$ cat config.mk
export PLATFORM = sky130hd
export DESIGN_NAME = control_unit_flat
export DESIGN_NICKNAME = d
export VERILOG_FILES = /design/src/rtl/control_unit_if.sv /design/src/rtl/control_unit.sv /design/src/flat_wrapper.sv
export SDC_FILE = /design/constraint.sdc
export NUM_CORES = 1
export LEC_CHECK = 0
export CORE_AREA = 2 2 39 41
export CTS_BUF_LIST = sky130_fd_sc_hd__clkbuf_2 sky130_fd_sc_hd__clkbuf_4 sky130_fd_sc_hd__clkbuf_8
export CTS_CLUSTER_DIAMETER = 50
export DETAILED_ROUTE_END_ITERATION = 10
export DIE_AREA = 0 0 41 43
export SLEW_MARGIN = 5
export SYNTH_ARGS = -nofsm -noshare
export SYNTH_HDL_FRONTEND = slang
export SYNTH_SLANG_ARGS = --single-unit
$ cat constraint.sdc
create_clock -name clk -period 1.5 [get_ports clk]
set_input_delay 0.3 -clock clk [delete_from_list [all_inputs] [get_ports clk]]
set_output_delay 0.3 -clock clk [all_outputs]
set_load 0.01 [all_outputs]
$ cat src/rtl/control_unit_if.sv
// Control bundle between the instruction sequencer and the CPU datapath.
// master: the sequencer (drives controls, reads opcode/flags); slave: the datapath.
interface control_unit_if;
    logic [3:0] opcode;
    logic       zero;
    logic       carry;
    logic [2:0] alu_op;
    logic       regfile_we;
    logic       pc_en;
    logic       pc_load;
    logic       ir_load;
    logic       mem_we;
    logic       mem_re;
    logic [1:0] sel_mux_a;
    logic [1:0] sel_mux_b;

    modport master (
        input  opcode, zero, carry,
        output alu_op, regfile_we, pc_en, pc_load, ir_load,
               mem_we, mem_re, sel_mux_a, sel_mux_b
    );

    modport slave (
        output opcode, zero, carry,
        input  alu_op, regfile_we, pc_en, pc_load, ir_load,
               mem_we, mem_re, sel_mux_a, sel_mux_b
    );
endinterface

$ cat src/rtl/control_unit.sv
// FETCH/DECODE/EXECUTE sequencer, 3 cycles per instruction, no stalls; outputs combinational.
// CU_HALT_ON_ILLEGAL_EN: opcodes 1010-1111 park the sequencer in HALT until reset.
module control_unit (
    input  logic          clk,
    input  logic          rst,
    control_unit_if.master cu
);

`ifdef CU_HALT_ON_ILLEGAL_EN
    typedef enum logic [2:0] {
        INIT    = 3'b000,
        FETCH   = 3'b001,
        DECODE  = 3'b010,
        EXECUTE = 3'b011,
        HALT    = 3'b100
    } state_t;
`else
    typedef enum logic [1:0] {
        INIT    = 2'b00,
        FETCH   = 2'b01,
        DECODE  = 2'b10,
        EXECUTE = 2'b11
    } state_t;
`endif

    localparam logic [3:0] OP_NOP   = 4'b0000;
    localparam logic [3:0] OP_LDI   = 4'b0001;
    localparam logic [3:0] OP_MOV   = 4'b0010;
    localparam logic [3:0] OP_ADD   = 4'b0011;
    localparam logic [3:0] OP_SUB   = 4'b0100;
    localparam logic [3:0] OP_JMP   = 4'b0101;
    localparam logic [3:0] OP_JZ    = 4'b0110;
    localparam logic [3:0] OP_JC    = 4'b0111;
    localparam logic [3:0] OP_LOAD  = 4'b1000;
    localparam logic [3:0] OP_STORE = 4'b1001;

    localparam logic [2:0] ALU_PASS = 3'b000;
    localparam logic [2:0] ALU_ADD  = 3'b001;
    localparam logic [2:0] ALU_SUB  = 3'b010;

    localparam logic [1:0] A_ALU = 2'b00;
    localparam logic [1:0] A_IMM = 2'b01;
    localparam logic [1:0] A_MEM = 2'b10;
    localparam logic [1:0] A_SRC = 2'b11;

    localparam logic [1:0] B_REG = 2'b00;
    localparam logic [1:0] B_IMM = 2'b01;
    localparam logic [1:0] B_PC  = 2'b10;

    state_t     state;
    state_t     state_nxt;

    logic [2:0] alu_op;
    logic       regfile_we;
    logic       pc_en;
    logic       pc_load;
    logic       ir_load;
    logic       mem_we;
    logic       mem_re;
    logic [1:0] sel_mux_a;
    logic [1:0] sel_mux_b;

    always_ff @(posedge clk or posedge rst) begin
        if (rst) begin
            state <= INIT;
        end else begin
            state <= state_nxt;
        end
    end

    always_comb begin
        state_nxt  = state;
        alu_op     = ALU_PASS;
        regfile_we = 1'b0;
        pc_en      = 1'b0;
        pc_load    = 1'b0;
        ir_load    = 1'b0;
        mem_we     = 1'b0;
        mem_re     = 1'b0;
        sel_mux_a  = A_ALU;
        sel_mux_b  = B_REG;

        case (state)
            INIT: begin
                state_nxt = FETCH;
            end
            FETCH: begin
                state_nxt = DECODE;
                mem_re    = 1'b1;
                ir_load   = 1'b1;
                pc_en     = 1'b1;
                sel_mux_b = B_PC;
            end
            DECODE: begin
                state_nxt = EXECUTE;
            end
            EXECUTE: begin
                state_nxt = FETCH;
                case (cu.opcode)
                    OP_NOP: ;
                    OP_LDI: begin
                        regfile_we = 1'b1;
                        sel_mux_a  = A_IMM;
                    end
                    OP_MOV: begin
                        regfile_we = 1'b1;
                        sel_mux_a  = A_SRC;
                        alu_op     = ALU_PASS;
                    end
                    OP_ADD: begin
                        regfile_we = 1'b1;
                        alu_op     = ALU_ADD;
                        sel_mux_a  = A_ALU;
                        sel_mux_b  = B_REG;
                    end
                    OP_SUB: begin
                        regfile_we = 1'b1;
                        alu_op     = ALU_SUB;
                        sel_mux_a  = A_ALU;
                        sel_mux_b  = B_REG;
                    end
                    OP_JMP:  pc_load = 1'b1;
                    // Flags feed pc_load directly so a late flag update lands this cycle.
                    OP_JZ:   pc_load = cu.zero;
                    OP_JC:   pc_load = cu.carry;
                    OP_LOAD: begin
                        mem_re     = 1'b1;
                        regfile_we = 1'b1;
                        sel_mux_a  = A_MEM;
                        sel_mux_b  = B_IMM;
                    end
                    OP_STORE: begin
                        mem_we    = 1'b1;
                        sel_mux_b = B_IMM;
                    end
                    default: begin
`ifdef CU_HALT_ON_ILLEGAL_EN
                        state_nxt = HALT;
`else
                        state_nxt = FETCH;
`endif
                    end
                endcase
            end
`ifdef CU_HALT_ON_ILLEGAL_EN
            HALT: begin
                state_nxt = HALT;
            end
`endif
            default: begin
                state_nxt = INIT;
            end
        endcase
    end

    assign cu.alu_op     = alu_op;
    assign cu.regfile_we = regfile_we;
    assign cu.pc_en      = pc_en;
    assign cu.pc_load    = pc_load;
    assign cu.ir_load    = ir_load;
    assign cu.mem_we     = mem_we;
    assign cu.mem_re     = mem_re;
    assign cu.sel_mux_a  = sel_mux_a;
    assign cu.sel_mux_b  = sel_mux_b;

endmodule

$ cat src/flat_wrapper.sv
// flat-port wrapper written by rule: the top's interface ports become plain ports
module control_unit_flat 
  (clk, rst, cu_opcode, cu_zero, cu_carry, cu_alu_op, cu_regfile_we, cu_pc_en, cu_pc_load, cu_ir_load, cu_mem_we, cu_mem_re, cu_sel_mux_a, cu_sel_mux_b);
  control_unit_if cu_i ();
  input  logic clk;
  input  logic rst;
  input wire logic [$bits(cu_i.opcode)-1:0] cu_opcode;
  input wire logic [$bits(cu_i.zero)-1:0] cu_zero;
  input wire logic [$bits(cu_i.carry)-1:0] cu_carry;
  output wire logic [$bits(cu_i.alu_op)-1:0] cu_alu_op;
  output wire logic [$bits(cu_i.regfile_we)-1:0] cu_regfile_we;
  output wire logic [$bits(cu_i.pc_en)-1:0] cu_pc_en;
  output wire logic [$bits(cu_i.pc_load)-1:0] cu_pc_load;
  output wire logic [$bits(cu_i.ir_load)-1:0] cu_ir_load;
  output wire logic [$bits(cu_i.mem_we)-1:0] cu_mem_we;
  output wire logic [$bits(cu_i.mem_re)-1:0] cu_mem_re;
  output wire logic [$bits(cu_i.sel_mux_a)-1:0] cu_sel_mux_a;
  output wire logic [$bits(cu_i.sel_mux_b)-1:0] cu_sel_mux_b;
  assign cu_i.opcode = cu_opcode;
  assign cu_i.zero = cu_zero;
  assign cu_i.carry = cu_carry;
  assign cu_alu_op = cu_i.alu_op;
  assign cu_regfile_we = cu_i.regfile_we;
  assign cu_pc_en = cu_i.pc_en;
  assign cu_pc_load = cu_i.pc_load;
  assign cu_ir_load = cu_i.ir_load;
  assign cu_mem_we = cu_i.mem_we;
  assign cu_mem_re = cu_i.mem_re;
  assign cu_sel_mux_a = cu_i.sel_mux_a;
  assign cu_sel_mux_b = cu_i.sel_mux_b;
  control_unit u_core (.clk(clk), .rst(rst), .cu(cu_i));
endmodule
==> flow_metrics.tcl <==
set metrics [dict create \
    outcome "finished, violations left" \
    failing_checks "negative setup slack" \
    synth_top_area_cell "dfrtp_1" \
    critical_path.top_delay_family "flip-flops" \
    gp_congestion 0.638 \
    routed_wl_um 863 \
    hold_class "primary input to async pin" \
    remaining_drc_errors 0 \
    dieArea_um2 1760 \
    post_drt_via_cell_ratio 4.22 \
    drv_slew 0 \
    ff2ff_setup_slack_ns 0.52 \
    async_flop_share_pct 100 \
    cp_num_buf_inv 1 \
    cts_max_path_buffers 2 \
    crit_fanout 4 \
    via_count 346 \
    fp-row-count 14 \
    clock_latency_ns 0.22 \
    seq_area_frac_synth_pct 16.4 \
    largest_register "u_core.state" \
    wire_length_of_the_first_global_routing_pass_um 1370 \
    crit_path_max_incr_delay_ns 0.38 \
    place_area_um2 508 \
    final_clock_skew_ns 0.000195 \
    synth.cell_area_um2 305 \
    yosys.cell_count.top_type "inv_1" \
    dp.final_hpwl_um 499 \
    drtAntennaViolNets 0 \
    reg2reg_from "u_core.state[1]$_DFF_PP0_" \
    core_area_um2 1380 \
    timing.fmax_mhz 632 \
    min_period_over_period_pct 105 \
    io_buffer_count 19 \
    drive_above_1_share_pct 59.1 \
    die_height_um 43 \
    largest_reg_flops 2 \
    clock_sink_count 2 \
    drt_iter0_drc 0 \
    dp_cells 71 \
    top_ports 21 \
    clock_transition_time_at_the_flip_flop_clock_pins_of_the_worst_setup_and_hold_paths_ns 0.03 \
    warnings_from_yosys 0 \
    netlist_top_cells_area "dfrtp_1, ha_1, buf_4" \
    final_hold_viol_count 0 \
    timing.critical_path.arrival_ns 1.28 \
    path_cells "ha_4, nand3b_1, a311oi_2, buf_2" \
    critPathLaunchType "flip-flop" \
    post_synth.cell_area_avg_um2 8.48 \
    unique_cell_type_count_in_the_yosys_netlist 19 \
    routed_wire_length_per_instance_um 10.5 \
    antennaDiodeCount 0 \
    antenna_found_initial 0 \
    cts_tree "done" \
    worstReg2RegEnd "u_core.state[1]$_DFF_PP0_" \
    synth_seq_cells 2 \
    pin_count_of_the_biggest_net_entering_global_routing 7 \
    die_width_um 41 \
    total_leakage_power_uw 0.000290 \
    r2r.worst_path.cells 4 \
    final_net_count 79 \
    post-place-ws_ns -0.668 \
    area_growth_syn_to_layout_pct 85.7 \
    cts-htree-levels 1 \
    total_routing_usage_gr_pct 12.1 \
    report.final.setup_viol 6 \
    registers_with_the_most_flip_flops "u_core.state: 2 flops" \
    ys_dominant_reg_cell "dfrtp_1" \
    critical_path.endpoint_type "primary output" \
    root_driver "clkbuf_4" \
    number_of_fill_cells 158 \
    grt_setup_unrepaired "yes" \
    final.setup.worst_slack_ns -0.0817 \
    worst_ir_drop_vdd_mv 0.275 \
    gr-total-overflow 0 \
    start_util_pct 22.1 \
    synth_fp_nets 47 \
    critical_path_required_ns 1.20 \
    hold_slack_ns 0.223 \
    synth_largest_type_area_fraction_pct 16.4 \
    grt_pass1_vias 348 \
    synth_enable_flop_cells 0 \
    postLayoutCellArea_um2 567 \
    power_per_cell_area_nw_per_um2 427 \
    setup.worst_path.class "flip-flop to primary output" \
    drt-pass1-iter-count 1 \
    cap_violations 0 \
    synth_commonest_cells "inv_1, buf_4, nor3_1" \
    cts_made_buffers 3 \
    tns_ns -0.179 \
    layout.cells.non_filler 82 \
    synth_cells 36 \
    period_minus_slack_ns 1.58 \
    post_cts_hold_buffer_count 0 \
    critical-path-slowest-cell "dfrtp_1" \
]
==> cells in the final DEF (no fill, tap or decap), types with 2 or more instances in the layout <==
master / count
buf_2: 13
buf_4: 11
buf_6: 2
clkbuf_4: 3
clkdlybuf4s50_1: 3
dfrtp_1: 2
dlygate4sd2_1: 2
inv_1: 7
nor3_2: 3
xnor2_1: 2
==> through the flow <==
stage	power [µW]	util, %
finish	242	41.0
CTS	249	40.3
detailed placement	107	36.7
global placement	106	36.7
global route	269	41.0
floorplan	87.6	-
==> logic make-up after synthesis <==
family / synth area share (%)
xor gates and xnor gates: 8.61
AOI/OAI and AO/OA: 17.2
and+or+nand+nor: 18.4
buffers and inverters: 25.8
other: 1.23
DFF: 16.4
adders and majority gates: 12.3
==> per-layer routing <==
metal,vias to the layer above,track usage (%),wire length (µm)
met1,156,10.3,286
met2,13,21.3,494
met3,2,3.14,66
met5,-,0,0
li1,175,-,-
met4,0,10.0,15
==> where the power goes <==
group          internal (µW)  switching, µW  total [µW]
clock                   88.3           31.0         119
sequential              54.4              0        54.4
combinational           38.9           29.7        68.6
==> repair_timing <==
action | 4_1_cts | 5_1_grt
resized for setup | 61 | 5
setup endpoints to repair | 12 | 12
gates cloned | 2 | 0
pin swaps | 4 | 1
buffers inserted | 6 | 0
==> worst max path at each step <==
stage,start,end,slack [ns],cells after the start
after CTS,u_core.state[1]$_DFF_PP0_,cu_pc_load,-0.07,4
final,u_core.state[1]$_DFF_PP0_,cu_pc_load,-0.08,4
after floorplan,u_core.state[0]$_DFF_PP0_,cu_mem_we,0.17,3
after global routing,u_core.state[1]$_DFF_PP0_,cu_pc_load,-0.17,4
after global placement,cu_opcode[2],cu_mem_re,-0.65,4
after detailed placement,cu_opcode[3],cu_pc_load,-0.67,4
==> worst reg2reg max path: cells and delay by family (launching register included) <==
family                   cells  cell delay, ns
adder cells (fa/ha/maj)      1            0.26
buffers and inverters        3            0.24
flip-flops                   1            0.38
==> layout make-up <==
cell class | instances | area [µm²] | area share [%]
Clock buffer | 3 | 22.5 | 3.97
Timing Repair Buffer | 33 | 234 | 41.3
Sequential cell | 2 | 50.0 | 8.83
Tap cell | 16 | 20.0 | 3.53
Inverter | 7 | 26.3 | 4.64
Multi-Input combinational cell | 21 | 214 | 37.7
Note: power is estimated with default switching activity, not from simulation.
